$ cat src/rtl/regfile_wb_arbiter_if.sv
// rtl/regfile_wb_arbiter_if.sv - issue, writeback request and register file write port bundle
interface regfile_wb_arbiter_if;
  logic        issue_valid;
  logic [4:0]  issue_rs1;
  logic [4:0]  issue_rs2;
  logic [4:0]  issue_rd;
  logic        stall;

  logic        alu_valid;
  logic [4:0]  alu_rd;
  logic [31:0] alu_result;
  logic        alu_ready;

  logic        mem_valid;
  logic [4:0]  mem_rd;
  logic [31:0] mem_data;
  logic        mem_ready;

  logic        RegWrite;
  logic        MemtoReg;
  logic [4:0]  Write_register;
  logic [31:0] Write_data;
  logic        spurious_wb;

  modport master (
    output issue_valid, issue_rs1, issue_rs2, issue_rd,
    output alu_valid, alu_rd, alu_result,
    output mem_valid, mem_rd, mem_data,
    input  stall, alu_ready, mem_ready,
    input  RegWrite, MemtoReg, Write_register, Write_data, spurious_wb
  );

  modport slave (
    input  issue_valid, issue_rs1, issue_rs2, issue_rd,
    input  alu_valid, alu_rd, alu_result,
    input  mem_valid, mem_rd, mem_data,
    output stall, alu_ready, mem_ready,
    output RegWrite, MemtoReg, Write_register, Write_data, spurious_wb
  );
endinterface

$ cat src/rtl/regfile_wb_arbiter.sv
// rtl/regfile_wb_arbiter.sv - register file writeback arbiter with pending-register scoreboard
module regfile_wb_arbiter #(
  parameter int STARVE_LIMIT = 3
) (
  input logic                 clk,
  input logic                 reset,
  regfile_wb_arbiter_if.slave rf
);
  localparam logic [0:0] MEM_PRIO = 1'b0;
  localparam logic [0:0] ALU_PRIO = 1'b1;
  localparam logic [3:0] LIMIT    = 4'(STARVE_LIMIT);

  logic [0:0]  state, state_nxt;
  logic [3:0]  starve_cnt, starve_nxt;
  logic [31:0] pending, set_mask, clr_mask;
  logic        alu_grant, mem_grant, wb_live;
  logic [4:0]  wb_rd;
  logic [31:0] wb_data;
  logic        reg_write_q, memtoreg_q, spurious_q;
  logic [4:0]  write_reg_q;
  logic [31:0] write_data_q;

  // Hazard check sees only the registered scoreboard; a same-cycle commit does not release it.
  assign rf.stall = rf.issue_valid & (pending[rf.issue_rs1] | pending[rf.issue_rs2] |
                                      ((rf.issue_rd != 5'd0) & pending[rf.issue_rd]));

  always_comb begin
    alu_grant = 1'b0;
    mem_grant = 1'b0;
    if (state == ALU_PRIO) begin
      alu_grant = rf.alu_valid;
      mem_grant = rf.mem_valid & ~rf.alu_valid;
    end else begin
      mem_grant = rf.mem_valid;
      alu_grant = rf.alu_valid & ~rf.mem_valid;
    end
  end

  assign rf.alu_ready = alu_grant;
  assign rf.mem_ready = mem_grant;

  always_comb begin
    starve_nxt = starve_cnt;
    state_nxt  = state;
    if (alu_grant) begin
      starve_nxt = 4'd0;
      state_nxt  = MEM_PRIO;
    end else begin
      if (rf.alu_valid && starve_cnt != LIMIT)
        starve_nxt = starve_cnt + 4'd1;
      if (starve_nxt == LIMIT)
        state_nxt = ALU_PRIO;
    end
  end

  assign wb_rd   = mem_grant ? rf.mem_rd : rf.alu_rd;
  assign wb_data = mem_grant ? rf.mem_data : rf.alu_result;
  // rd = 0 grants are consumed without touching the write port or scoreboard.
  assign wb_live = (alu_grant | mem_grant) & (wb_rd != 5'd0);

  always_comb begin
    set_mask = 32'd0;
    clr_mask = 32'd0;
    if (rf.issue_valid && !rf.stall && rf.issue_rd != 5'd0)
      set_mask = 32'd1 << rf.issue_rd;
    if (reg_write_q)
      clr_mask = 32'd1 << write_reg_q;
  end

  always_ff @(posedge clk) begin
    if (reset) begin
      state        <= MEM_PRIO;
      starve_cnt   <= 4'd0;
      pending      <= 32'd0;
      reg_write_q  <= 1'b0;
      memtoreg_q   <= 1'b0;
      write_reg_q  <= 5'd0;
      write_data_q <= 32'd0;
      spurious_q   <= 1'b0;
    end else begin
      state       <= state_nxt;
      starve_cnt  <= starve_nxt;
      pending     <= (pending & ~clr_mask) | set_mask;
      reg_write_q <= wb_live;
      if (wb_live) begin
        memtoreg_q   <= mem_grant;
        write_reg_q  <= wb_rd;
        write_data_q <= wb_data;
        if (!pending[wb_rd])
          spurious_q <= 1'b1;
      end
    end
  end

  assign rf.RegWrite       = reg_write_q;
  assign rf.MemtoReg       = memtoreg_q;
  assign rf.Write_register = write_reg_q;
  assign rf.Write_data     = write_data_q;
  assign rf.spurious_wb    = spurious_q;
endmodule

$ cat src/flat_wrapper.sv
// flat-port wrapper written by rule: the top's interface ports become plain ports
module regfile_wb_arbiter_flat 
#(
  parameter int STARVE_LIMIT = 3
)
  (clk, reset, rf_issue_valid, rf_issue_rs1, rf_issue_rs2, rf_issue_rd, rf_alu_valid, rf_alu_rd, rf_alu_result, rf_mem_valid, rf_mem_rd, rf_mem_data, rf_stall, rf_alu_ready, rf_mem_ready, rf_RegWrite, rf_MemtoReg, rf_Write_register, rf_Write_data, rf_spurious_wb);
  regfile_wb_arbiter_if rf_i ();
  input logic clk;
  input logic reset;
  input wire logic [$bits(rf_i.issue_valid)-1:0] rf_issue_valid;
  input wire logic [$bits(rf_i.issue_rs1)-1:0] rf_issue_rs1;
  input wire logic [$bits(rf_i.issue_rs2)-1:0] rf_issue_rs2;
  input wire logic [$bits(rf_i.issue_rd)-1:0] rf_issue_rd;
  input wire logic [$bits(rf_i.alu_valid)-1:0] rf_alu_valid;
  input wire logic [$bits(rf_i.alu_rd)-1:0] rf_alu_rd;
  input wire logic [$bits(rf_i.alu_result)-1:0] rf_alu_result;
  input wire logic [$bits(rf_i.mem_valid)-1:0] rf_mem_valid;
  input wire logic [$bits(rf_i.mem_rd)-1:0] rf_mem_rd;
  input wire logic [$bits(rf_i.mem_data)-1:0] rf_mem_data;
  output wire logic [$bits(rf_i.stall)-1:0] rf_stall;
  output wire logic [$bits(rf_i.alu_ready)-1:0] rf_alu_ready;
  output wire logic [$bits(rf_i.mem_ready)-1:0] rf_mem_ready;
  output wire logic [$bits(rf_i.RegWrite)-1:0] rf_RegWrite;
  output wire logic [$bits(rf_i.MemtoReg)-1:0] rf_MemtoReg;
  output wire logic [$bits(rf_i.Write_register)-1:0] rf_Write_register;
  output wire logic [$bits(rf_i.Write_data)-1:0] rf_Write_data;
  output wire logic [$bits(rf_i.spurious_wb)-1:0] rf_spurious_wb;
  assign rf_i.issue_valid = rf_issue_valid;
  assign rf_i.issue_rs1 = rf_issue_rs1;
  assign rf_i.issue_rs2 = rf_issue_rs2;
  assign rf_i.issue_rd = rf_issue_rd;
  assign rf_i.alu_valid = rf_alu_valid;
  assign rf_i.alu_rd = rf_alu_rd;
  assign rf_i.alu_result = rf_alu_result;
  assign rf_i.mem_valid = rf_mem_valid;
  assign rf_i.mem_rd = rf_mem_rd;
  assign rf_i.mem_data = rf_mem_data;
  assign rf_stall = rf_i.stall;
  assign rf_alu_ready = rf_i.alu_ready;
  assign rf_mem_ready = rf_i.mem_ready;
  assign rf_RegWrite = rf_i.RegWrite;
  assign rf_MemtoReg = rf_i.MemtoReg;
  assign rf_Write_register = rf_i.Write_register;
  assign rf_Write_data = rf_i.Write_data;
  assign rf_spurious_wb = rf_i.spurious_wb;
  regfile_wb_arbiter #(.STARVE_LIMIT(STARVE_LIMIT)) u_core (.clk(clk), .reset(reset), .rf(rf_i));
endmodule
$ cat config.mk
export PLATFORM = sky130hd
export DESIGN_NAME = regfile_wb_arbiter_flat
export DESIGN_NICKNAME = d
export VERILOG_FILES = /design/src/rtl/regfile_wb_arbiter_if.sv /design/src/rtl/regfile_wb_arbiter.sv /design/src/flat_wrapper.sv
export SDC_FILE = /design/constraint.sdc
export NUM_CORES = 1
export LEC_CHECK = 0
export ABC_AREA = 1
export CAP_MARGIN = 20
export CORE_MARGIN = 3
export CORE_UTILIZATION = 46
export DETAILED_ROUTE_END_ITERATION = 16
export PLACE_DENSITY = 0.81
export SETUP_SLACK_MARGIN = 0.4
export SYNTH_ARGS = -nofsm -noshare
export SYNTH_HDL_FRONTEND = slang
export SYNTH_SLANG_ARGS = --single-unit
$ cat constraint.sdc
create_clock -name clk -period 5.2 [get_ports clk]
set_input_delay 1.3 -clock clk [delete_from_list [all_inputs] [get_ports clk]]
set_output_delay 1.3 -clock clk [all_outputs]
set_load 0.005 [all_outputs]
Yosys cells after proc, flatten, opt, wreduce, memory -nomap -nowiden

Index checks and enable logic that the tools add are counted.

Register bits after elaboration: 77
Bits of input ports: 94
Logic and storage cells: 55

Add/subtract/negate cells: 1
Magnitude comparators: 4
Equal/unequal tests: 2
Shifts and indexed selects: 2
Mux-type cells: 16
Bitwise gates (word level): 14
Reduce and logical (&&, ||, !) cells: 8

Operators with widths:

| cell                                                       | count |
|---|---|
| 2-to-1 mux 32 bit                                          | 3 |
| << shifter 1 x 5 -> 32 bit, first input constant           | 2 |
| AND 32 bit                                                 | 1 |
| NOT 32 bit                                                 | 1 |
| bitwise OR 32 bit                                          | 1 |
| less-than comparator 5 x 6 -> 1 bit, second input constant | 4 |
| binary-select mux 1 bit (select 5 bit)                     | 4 |
| nonzero test 5 bit                                         | 2 |
| 2-to-1 mux 4 bit                                           | 2 |
| 2-to-1 mux 1 bit                                           | 6 |
| AND 1 bit                                                  | 5 |
| 2-to-1 mux 5 bit                                           | 1 |
| adder 4 x 1 -> 4 bit, second input constant                | 1 |
| == test 4 x 2 -> 1 bit, second input constant              | 1 |
| inequality test 4 x 2 -> 1 bit, second input constant      | 1 |
| logical AND 1 bit                                          | 3 |
| NOT 1 bit                                                  | 3 |
| bitwise OR 1 bit                                           | 3 |
| AND reduction 2 bit                                        | 1 |
| OR reduction 2 bit                                         | 1 |
| zero test 1 bit                                            | 1 |

Logic depth before layout (Yosys ltp)

Gate-level depths: netlist (run 1).

Depth after elaboration: 10
Mapped depth: 15
Mapped depth without buffers: 13

Least setup slack after synthesis (run 1)

OpenSTA, ideal clock, no wires.

Kind: input to output
From: input port rf_issue_rs2[0]
To: output port rf_stall
Data arrival time: 2.477 ns
Required time: 3.900 ns
Path slack: 1.423 ns
Cell stages on the path: 14
Buffers on the path: 3
Cells stage by stage: buf_4 > inv_2 > buf_6 > nand2_1 > nand3_1 > nand3_1 > nand2_1 > nand2_1 > nand3_1 > nand2_1 > nand2_1 > nor2_8 > buf_8 > nor2_1

Word-level cells in the longest chain between the ends: 5

Ends and longest elaborated chain:

| element                                | RTL line                 | RTL |
|---|---|---|
| from (decl)                            | flat_wrapper.sv:12       | `input wire logic [$bits(rf_i.issue_rs2)-1:0] rf_issue_rs2;` |
| binary-select mux 1 bit (select 5 bit) | regfile_wb_arbiter.sv:24 | `assign rf.stall = rf.issue_valid & (pending[rf.issue_rs1] \| pending[rf.issue_rs2] \|` |
| 2-to-1 mux 1 bit (implied by the code) | regfile_wb_arbiter.sv:24 |  |
| bitwise OR 1 bit (2 in a row)          | regfile_wb_arbiter.sv:24 |  |
| AND 1 bit                              | regfile_wb_arbiter.sv:24 |  |
| to (decl)                              | flat_wrapper.sv:20       | `output wire logic [$bits(rf_i.stall)-1:0] rf_stall;` |

Every way passes these cells. The select of a mux whose other input is x is not followed.

Final worst setup path (run 1)

From: input port rf_issue_rd[3]
To: output port rf_stall

Word-level cells in the longest chain between the ends: 5
Elaborated cells between the ends (all ways): 6

Ends and longest elaborated chain:

| element                                | RTL line                 | RTL |
|---|---|---|
| from (decl)                            | flat_wrapper.sv:13       | `input wire logic [$bits(rf_i.issue_rd)-1:0] rf_issue_rd;` |
| binary-select mux 1 bit (select 5 bit) | regfile_wb_arbiter.sv:25 | `((rf.issue_rd != 5'd0) & pending[rf.issue_rd]));` |
| 2-to-1 mux 1 bit (implied by the code) | regfile_wb_arbiter.sv:25 |  |
| AND 1 bit *                            | regfile_wb_arbiter.sv:25 |  |
| bitwise OR 1 bit *                     | regfile_wb_arbiter.sv:24 |  |
| AND 1 bit *                            | regfile_wb_arbiter.sv:24 |  |

Mark *: on every way between the ends. The rest lies on a longest branch, timed or not. The select of a mux whose other input is x is not followed.

==> impl_metrics.env, run 1 <==
export IMPL_path_max_fanout=11
export IMPL_yosysMostFrequentCell="nand2_1"
export IMPL_insertion_delay_ns=0.33
export IMPL_yosysWarnings=0
export IMPL_avgSynthCellArea_sq_um=6.58
export IMPL_power_density_nw_per_um2=243
export IMPL_post_cts_setup_buffers=0
export IMPL_gp_congestion=1.00
export IMPL_slew_headroom_pct=34.5
export IMPL_multi_input_area_sq_um=3090
export IMPL_cts_made_buffers=9
export IMPL_grt_setup_unrepaired="no"
export IMPL_place_ws_ns=0.374
export IMPL_async_reset_ff_share_pct=0
export IMPL_yosysTopAreaCell="dfxtp_1"
export IMPL_grt_pass1_wl_mm=27.7
export IMPL_nets=995
export IMPL_postPlaceCellArea_sq_um=6500
export IMPL_via_per_inst=5.60
export IMPL_dpl_cell_count=1028
export IMPL_ys_types=41
export IMPL_std_cell_rows=38
export IMPL_die_area_sq_um=12600
export IMPL_synth_edf_count=0
export IMPL_crit_path_start_kind="primary input"
export IMPL_drt_iter0_drc=682
export IMPL_postSynthCellCount=787
export IMPL_drv_slew=0
export IMPL_first_pass_iters=7
export IMPL_grt_overflow_total=0
export IMPL_power_leakage_nw=2.63
export IMPL_grt_pass1_vias=5353
export IMPL_drive_gt1_share_pct=12.4
export IMPL_antenna_cells=0
export IMPL_cp_required_ns=3.90
export IMPL_fp_dieH_um=112
export IMPL_io_pins=137
export IMPL_ys_ff_latch=77
export IMPL_regArea_sq_um=1540
export IMPL_power_total_mw=1.66
export IMPL_final_util_pct=62.5
export IMPL_synth_area_sq_um=5180
export IMPL_ant_nets=0
export IMPL_fin_skew_ns=0.00606
export IMPL_yosys_area_top_type_share_pct=29.8
export IMPL_critPathCaptureType="output port"
export IMPL_cap_violations=0
export IMPL_io_buffer_count=136
export IMPL_clk_pin_slew_ns=0.06
export IMPL_final_fill_count=1012
export IMPL_synthToLayoutAreaGrowth_pct=32.0
export IMPL_synthFlopType="dfxtp_1"
export IMPL_die_x_um=112
export IMPL_critPathArrivalTime_ns=3.33
export IMPL_hold_class="reg -> reg"
export IMPL_route_detailed_drc=0
export IMPL_initial_core_util_pct=47.3
export IMPL_ir_drop_v=0.000158
export IMPL_dpl_hpwl_mm=12.6
export IMPL_routedWlPerCell_um=16.8
export IMPL_fin_cells=1045
export IMPL_grt_start_max_net_pins=67
export IMPL_ys_top_cells_by_area="dfxtp_1, nand2_1, nand3_1"
export IMPL_grt_use_total_pct=27.2
export IMPL_hold_viol_final=0
export IMPL_synth_common_cells="nand2_1, nand3_1, dfxtp_1"
export IMPL_cts_path_max_buffers=2
export IMPL_setup_viol=0
export IMPL_fin_setup_tns_ns=0
export IMPL_fin_crit_sh_pct=89.1
export IMPL_status="complete, no violations"
export IMPL_whs_ns=0.473
export IMPL_critPathKind="in -> out"
export IMPL_cts_num_sinks=77
export IMPL_seq_area_frac_synth_pct=29.8
export IMPL_post_route_min_period_ns=4.63
export IMPL_antenna_found_initial=0
export IMPL_final_area_sq_um=6830
export IMPL_core_sq_um=10900
export IMPL_layout_setup_ws_ns=0.566
export IMPL_vias=5855
export IMPL_worstMarginPinSlew_ns=0.981
export IMPL_syn_nets=882
export IMPL_cts_root_buf="clkbuf_16"
export IMPL_worst_r2r_setup_slack_ns=2.74
export IMPL_totalWireLength_mm=17.6
export IMPL_fmax_mhz=216
export IMPL_cts_htree_levels=3
export IMPL_cts_tree="yes"
## final timing paths
path                            depth (start not counted)                                    end                             from
worst min register to register                          2        u_core.rf.MemtoReg$_SDFFE_PP0P_  u_core.rf.MemtoReg$_SDFFE_PP0P_
worst min-delay path                                    2        u_core.rf.MemtoReg$_SDFFE_PP0P_  u_core.rf.MemtoReg$_SDFFE_PP0P_
worst max register to register                         10  u_core.rf.Write_data[29]$_SDFFE_PP0P_        u_core.state$_SDFFE_PP0N_
worst max-delay path                                   10                               rf_stall                   rf_issue_rd[3]
## report_power, final
part / internal (mW) / switching [mW] / total, mW
Clock: 0.384 / 0.246 / 0.630
Combinational: 0.177 / 0.206 / 0.384
Sequential: 0.620 / 0.0232 / 0.643
Total: 1.18 / 0.476 / 1.66
## cell usage in the layout, fill, tap and decap left out, types with 2 or more instances in the layout
cell             Yosys  layout
clkdlybuf4s50_1      0     129
nand2_2              5       7
a21oi_2             29      29
o21ai_1             11      11
a21oi_1             15      15
clkbuf_16            0       9
nor4_1               5       5
clkinvlp_4           0       2
o21ai_2              2       2
o21ai_0             61      61
nand4_1              7       7
dlymetal6s2s_1       0       5
inv_1               59      59
clkinv_2             0       2
nor3_1               4       4
dfxtp_1             77      77
nor2_1              69      68
a31oi_1             32      32
buf_4                3      11
clkbuf_1            20       2
o211ai_1            13      13
nand2_4              2       2
nand3_1            101     101
nand2_1            196     194
nor2_2               1       2
nand3_2             29      29
inv_2                7       7
## cell families after synthesis
| group | after synthesis | share of synthesized area, % |
|---|---|---|
| AND/OR/NAND/NOR | 423 | 38.5 |
| adder cells (fa/ha/maj) | 1 | 0.242 |
| multiplexers | 1 | 0.193 |
| AO/OA/AOI/OAI | 167 | 20.2 |
| flip-flops | 77 | 29.8 |
| buffers and inverters | 116 | 10.8 |
| XOR/XNOR | 2 | 0.338 |
## metal layers
metal	track usage, %	part of all wire (%)	routed length (um)	vias to the layer above
met2	39.9	42	7360	312
met1	36.2	42	7350	2610
met5	0	0	0	-
li1	-	-	-	2871
met4	14.8	5.6	987	0
met3	7.49	11	1850	62
## registers in the layout, summed over array words and instances (netlist names)
name,count
u_core.rf.Write_data,32
u_core.starve_cnt,4
u_core.pending,32
u_core.rf.spurious_wb,1
u_core.rf.RegWrite,1
u_core.rf.Write_register,5
u_core.state,1
u_core.rf.MemtoReg,1
## worst max-delay path: stages
cell and delay [ns]:
clkdlybuf4s50_1 0.60, buf_4 0.27, a21oi_1 0.12, nand3_1 0.11, nand2_1 0.08, nand2_1 0.05, nand2_2 0.12, nor2_8 0.05
nor2_1 0.10, clkdlybuf4s50_1 0.53
## cell type report
| class | instances | share of cell area, % |
|---|---|---|
| inverter | 69 | 3.88 |
| multi-input combinational | 594 | 45.2 |
| timing repair buffer | 148 | 21.4 |
| sequential | 77 | 22.6 |
| tap | 140 | 2.56 |
| clock buffer | 12 | 3.61 |
| clock inverter | 4 | 0.696 |
| timing repair inverter | 1 | 0.0733 |
## repair_timing
| action | 4_1_cts | 5_1_grt |
|---|---|---|
| resized for setup | 2 | 10 |
| cloned | 0 | 1 |
| setup endpoints to repair | 1 | 1 |
| hold buffers | 0 | 0 |
No activity file was read; power rests on OpenSTA's default activity.
==> run 2: changes to the inputs <==
- CORE_UTILIZATION: 46 -> 35
- PLACE_DENSITY: 0.81 -> 0.66
==> run 2 against run 1 <==
Register-to-register slack about the same. Largest cell class unchanged. Via count fell by 1.8%. Sequential power hardly changed. Sequential share of layout area shrank 0.39 points. Clock skew grew 0.0035 ns. Critical path depth grew 3. Cell area grew 1.8%. Count of clock-buffer cells in the layout increased by 1. Combinational power up 2%.
==> impl_metrics.env, run 2 (same netlist as run 1, synthesis figures left out) <==
export IMPL_place_ws_ns=0.491
export IMPL_critPathKind="in -> out"
export IMPL_slew_headroom_pct=60.7
export IMPL_via_per_inst=5.27
export IMPL_cts_tree="yes"
export IMPL_ant_nets=0
export IMPL_grt_use_total_pct=22.4
export IMPL_antenna_cells=0
export IMPL_fin_skew_ns=0.00951
export IMPL_die_area_sq_um=16300
export IMPL_drive_gt1_share_pct=13.3
export IMPL_crit_path_start_kind="primary input"
export IMPL_worst_r2r_setup_slack_ns=2.75
export IMPL_ir_drop_v=0.000141
export IMPL_io_buffer_count=136
export IMPL_fin_setup_tns_ns=0
export IMPL_critPathArrivalTime_ns=3.33
export IMPL_status="complete, no violations"
export IMPL_vias=5751
export IMPL_drv_slew=0
export IMPL_fmax_mhz=216
export IMPL_routedWlPerCell_um=17.0
export IMPL_grt_pass1_wl_mm=29.1
export IMPL_antenna_found_initial=0
export IMPL_slowest_delay_ns=0.53
export IMPL_cts_made_buffers=9
export IMPL_fin_cells=1092
export IMPL_route_detailed_drc=0
export IMPL_drt_iter0_drc=518
export IMPL_insertion_delay_ns=0.34
export IMPL_cpMaxStageDelayCell="clkdlybuf4s50_1"
export IMPL_power_leakage_nw=2.64
export IMPL_r2r_cells=10
export IMPL_r2r_end="u_core.rf.Write_data[29]$_SDFFE_PP0P_"
export IMPL_std_cell_rows=43
export IMPL_setup_viol=0
export IMPL_regArea_sq_um=1540
export IMPL_synthToLayoutAreaGrowth_pct=34.3
export IMPL_dpl_hpwl_mm=13.5
export IMPL_critPathCaptureType="output port"
export IMPL_grt_setup_unrepaired="no"
export IMPL_fp_dieH_um=128
export IMPL_clk_pin_slew_ns=0.06
export IMPL_power_density_nw_per_um2=243
export IMPL_crit_cells=13
export IMPL_critPathBufInv=4
export IMPL_multi_input_area_sq_um=3090
export IMPL_whs_ns=0.502
export IMPL_grt_overflow_total=0
export IMPL_grt_pass1_vias=5454
export IMPL_r2r_start="u_core.state$_SDFFE_PP0N_"
export IMPL_die_x_um=128
export IMPL_timing_critical_path_cells="clkdlybuf4s50_1 > inv_2 > nand2_2 > inv_2 > nand2_1 > nand4_1 > nand3_1 > nand2_1 > nand2_1 > nand2_2 > nor2_8 > nor2_1 > clkdlybuf4s50_1"
export IMPL_path_max_fanout=7
export IMPL_cts_htree_levels=3
export IMPL_cp_required_ns=3.90
export IMPL_crit_end="rf_stall"
export IMPL_power_total_mw=1.69
export IMPL_layout_cells_most_common_list="nand2_1, clkdlybuf4s50_1, nand3_1, dfxtp_1, nor2_1"
export IMPL_totalWireLength_mm=18.5
export IMPL_nets=1002
export IMPL_core_sq_um=14100
export IMPL_first_pass_iters=5
export IMPL_dpl_cell_count=1071
export IMPL_layout_setup_ws_ns=0.566
export IMPL_critPathMostFrequentCell="nand2_1"
export IMPL_hold_class="reg -> reg"
export IMPL_cts_num_sinks=77
export IMPL_initial_core_util_pct=36.6
export IMPL_cap_violations=0
export IMPL_cts_root_buf="clkbuf_16"
export IMPL_grt_start_max_net_pins=67
export IMPL_post_route_min_period_ns=4.63
export IMPL_final_fill_count=1481
export IMPL_gp_congestion=0.988
export IMPL_cp_top_family="buffers and inverters"
export IMPL_hold_viol_final=0
export IMPL_cts_path_max_buffers=2
export IMPL_critPathLaunch="rf_issue_rd[1]"
export IMPL_fin_crit_sh_pct=89.1
export IMPL_final_common_cell="nand2_1"
export IMPL_worstMarginPinSlew_ns=0.583
export IMPL_io_pins=137
-- run 2: changes by cell type in the layout (fill, tap and decap cells not counted), sizes merged --
cell           change
dlymetal6s2s       -3
clkdlybuf4s50      +4
dlygate4sd2        -1
inv                -1
clkbuf             +1
buf                +7
clkinvlp           +1
clkinv             -1
-- run 2: worst min-delay path by stage --
stage	start	slack, ns	cells past startpoint	end
6_report	u_core.rf.MemtoReg$_SDFFE_PP0P_	0.50	2	u_core.rf.MemtoReg$_SDFFE_PP0P_
5_1_grt	u_core.rf.MemtoReg$_SDFFE_PP0P_	0.55	2	u_core.rf.MemtoReg$_SDFFE_PP0P_
4_1_cts	u_core.rf.MemtoReg$_SDFFE_PP0P_	0.51	2	u_core.rf.MemtoReg$_SDFFE_PP0P_
3_5_place_dp	u_core.rf.MemtoReg$_SDFFE_PP0P_	0.48	2	u_core.rf.MemtoReg$_SDFFE_PP0P_
3_3_place_gp	u_core.rf.MemtoReg$_SDFFE_PP0P_	0.48	2	u_core.rf.MemtoReg$_SDFFE_PP0P_
2_1_floorplan	u_core.pending[0]$_SDFF_PP0_	0.45	2	u_core.pending[0]$_SDFF_PP0_
-- run 2: metrics by stage --
stage               util (%)  area (sq um)
finish                  49.1          6950
detailed placement      46.5          6580
CTS                     48.7          6890
global placement        46.5          6580
floorplan                  -          5180
global route            49.1          6950
-- run 2: area by class of cell --
type                    count  area share, %
inverters                  69           3.87
repair inverters            1          0.108
multi-input cells         594           44.4
clock buffers              13           3.89
flip-flops and latches     77           22.2
clock inverters             3          0.612
well taps                 180           3.24
repair buffers            155           21.7
-- run 2: metal layers --
layer  vias up  share of wire, %  wire [um]  global-route usage [%]
met5         -                 0          0                       0
met4         0               3.9        727                    10.2
met3        53               7.5       1400                    5.48
met2       215                44       8200                    33.4
met1      2584                44       8220                    30.5
li1       2899                 -          -                       -
-- run 2: worst reg2reg max path: stages, from the launching register on --
cell and delay [ns]:
dfxtp_1 0.35, nand2_1 0.09, nand2_2 0.07, buf_4 0.39, nand2_1 0.12, o21ai_1 0.30
nand4_2 0.23, nand2_4 0.17, inv_4 0.21, o21ai_0 0.29, a31oi_1 0.08
-- run 2: what timing repair did --
action / CTS / global route
hold buffers: 0 / 0
buffers inserted: 0 / 4
setup endpoints to repair: 0 / 1
gates resized for setup: 0 / 11
-- run 2: report_power, final --
| group | leakage, nW | total [mW] | switching (mW) | internal, mW |
|---|---|---|---|---|
| Clock | 0.152 | 0.658 | 0.248 | 0.411 |
| Combinational | 1.85 | 0.391 | 0.209 | 0.181 |
| Sequential | 0.631 | 0.643 | 0.0229 | 0.620 |
| Total | 2.64 | 1.69 | 0.480 | 1.21 |
==> run 3: changes to the inputs <==
- CORE_UTILIZATION: 35 -> 30
- PLACE_DENSITY: 0.66 -> 0.59
==> run 3 against run 2 <==
Clock power is 10% higher. Sequential share of layout area is 0.19 points lower. Non-clock buffer count is 3 lower. Cell area is 0.85% higher. Count of clock-buffer cells in the layout is 3 lower. Highest routed layer unchanged. Global-route usage is 2.9 points lower. Utilization is 7.3 points lower. Sequential power hardly changed. Via count is 0.35% higher.
==> impl_metrics.env, run 3 (same netlist as run 1, synthesis figures left out) <==
export IMPL_r2r_end="u_core.rf.Write_data[11]$_SDFFE_PP0P_"
export IMPL_setup_viol=0
export IMPL_ant_nets=0
export IMPL_grt_overflow_total=0
export IMPL_clk_pin_slew_ns=0.06
export IMPL_crit_path_start_kind="primary input"
export IMPL_whs_ns=0.470
export IMPL_drt_iter0_drc=424
export IMPL_grt_start_max_net_pins=67
export IMPL_drive_gt1_share_pct=13.0
export IMPL_grt_pass1_vias=5292
export IMPL_fmax_mhz=218
export IMPL_highest_layer="met4"
export IMPL_io_pins=137
export IMPL_hold_buffers=0
export IMPL_antenna_found_initial=0
export IMPL_r2r_start="u_core.state$_SDFFE_PP0N_"
export IMPL_layout_cells_most_common_list="nand2_1, clkdlybuf4s50_1, nand3_1, dfxtp_1, nor2_1"
export IMPL_fin_skew_ns=0.00665
export IMPL_path_max_fanout=15
export IMPL_wl_met1_mm=8.35
export IMPL_fp_dieH_um=137
export IMPL_post_route_min_period_ns=4.59
export IMPL_critPathArrivalTime_ns=3.29
export IMPL_route_detailed_drc=0
export IMPL_cts_tree="yes"
export IMPL_min_to="u_core.rf.MemtoReg$_SDFFE_PP0P_"
export IMPL_std_cell_rows=47
export IMPL_synthToLayoutAreaGrowth_pct=35.5
export IMPL_power_total_mw=1.76
export IMPL_fin_crit_sh_pct=88.3
export IMPL_initial_core_util_pct=30.9
export IMPL_grt_setup_unrepaired="no"
export IMPL_critPathKind="in -> out"
export IMPL_cts_made_buffers=9
export IMPL_met2WireLength_mm=8.31
export IMPL_die_x_um=137
export IMPL_grt_pass1_wl_mm=28.8
export IMPL_fin_cells=1129
export IMPL_die_area_sq_um=18900
export IMPL_first_pass_iters=6
export IMPL_power_density_nw_per_um2=251
export IMPL_worst_r2r_setup_slack_ns=2.72
export IMPL_final_area_sq_um=7010
export IMPL_cts_htree_levels=3
export IMPL_via_per_inst=5.11
export IMPL_slowest_delay_ns=0.51
export IMPL_cts_root_buf="clkbuf_16"
export IMPL_cts_num_sinks=77
export IMPL_hold_viol_final=0
export IMPL_dpl_hpwl_mm=13.7
export IMPL_power_leakage_nw=2.66
export IMPL_critPathCaptureType="output port"
export IMPL_cap_violations=0
export IMPL_antenna_cells=0
export IMPL_gp_congestion=0.969
export IMPL_timing_critical_path_cells="clkdlybuf4s50_1 > buf_4 > nand2_1 > nand3_1 > nand3_1 > nand2_1 > nand2_1 > nand3_1 > nand2_1 > nand2_2 > nor2_8 > nor2_1 > clkdlybuf4s50_1"
export IMPL_critPathMostFrequentCell="nand2_1"
export IMPL_wl_met3_mm=1.32
export IMPL_totalWireLength_mm=18.7
export IMPL_vias=5771
export IMPL_ir_drop_v=0.000162
export IMPL_routedWlPerCell_um=16.5
export IMPL_drv_slew=0
export IMPL_worstMarginPinSlew_ns=0.639
export IMPL_fin_setup_tns_ns=0
export IMPL_core_sq_um=16800
export IMPL_postPlaceCellArea_sq_um=6610
export IMPL_io_buffer_count=136
export IMPL_cpMaxStageDelayCell="clkdlybuf4s50_1"
export IMPL_holdCritStartpoint="u_core.rf.MemtoReg$_SDFFE_PP0P_"
export IMPL_slew_headroom_pct=57.4
export IMPL_hold_class="reg -> reg"
export IMPL_grt_use_total_pct=19.5
export IMPL_cts_path_max_buffers=2
export IMPL_hold_path_depth=2
export IMPL_nets=999
export IMPL_status="complete, no violations"
export IMPL_dpl_cell_count=1109
export IMPL_insertion_delay_ns=0.35
export IMPL_final_common_cell="nand2_1"
export IMPL_cp_required_ns=3.90
export IMPL_r2r_cells=10
## run 3: cell count changes in the layout (fill, tap and decap cells not counted), moves of 2 or more
cell             delta
bufinv_16           +2
buf_4               -3
clkdlybuf4s50_1     -3
dlymetal6s2s_1      +3
clkbuf_8            -3
## run 3: cell type report
| type | instances | area (sq um) |
|---|---|---|
| Fill cell | 1783 | 9750 |
| Multi-Input combinational cell | 594 | 3090 |
| Sequential cell | 77 | 1540 |
| Timing Repair Buffer | 152 | 1490 |
| Tap cell | 220 | 275 |
| Inverter | 69 | 269 |
| Clock buffer | 10 | 229 |
| Clock inverter | 6 | 111 |
| Timing Repair inverter | 1 | 7.51 |
## run 3: critical path, delay by kind of cell
kind          cells  cell delay [ns]
buf+inv           3             1.23
simple gates     10             0.74
## run 3: power by group
part           switching (mW)  total, mW  internal, mW
logic                   0.210      0.390         0.179
registers              0.0226      0.642         0.620
clock network           0.257      0.726         0.469
total                   0.490       1.76          1.27
## run 3: how the worst max path moves through the flow
stage	startpoint	endpoint	slack (ns)	depth (start not counted)
after floorplan	rf_issue_rs2[0]	rf_stall	1.42	14
after global placement	rf_issue_rd[0]	rf_stall	0.44	11
after detailed placement	rf_issue_rd[0]	rf_stall	0.39	11
after CTS	rf_issue_rd[0]	rf_stall	0.43	12
after global routing	rf_issue_rs2[0]	rf_stall	0.43	13
final	rf_issue_rs2[0]	rf_stall	0.61	13
## run 3: what timing repair did
item / CTS / global route
pin swaps: 0 / 0
gates resized for setup: 1 / 11
cloned: 0 / 1
setup endpoints to repair: 1 / 1
setup buffers: 0 / 3
## run 3: stage by stage
step / setup WS, ns / utilization (%)
after global routing: 0.432 / 41.8
after detailed placement: 0.389 / 39.4
after CTS: 0.429 / 41.5
after global placement: 0.444 / 39.4
final: 0.609 / 41.8
after floorplan: 1.42 / -
## run 3: metal layers
| layer | track usage, % | vias up |
|---|---|---|
| met1 | 27.4 | 2622 |
| met4 | 9.04 | 0 |
| li1 | - | 2886 |
| met3 | 3.76 | 41 |
| met2 | 28.5 | 222 |
| met5 | 0 | - |
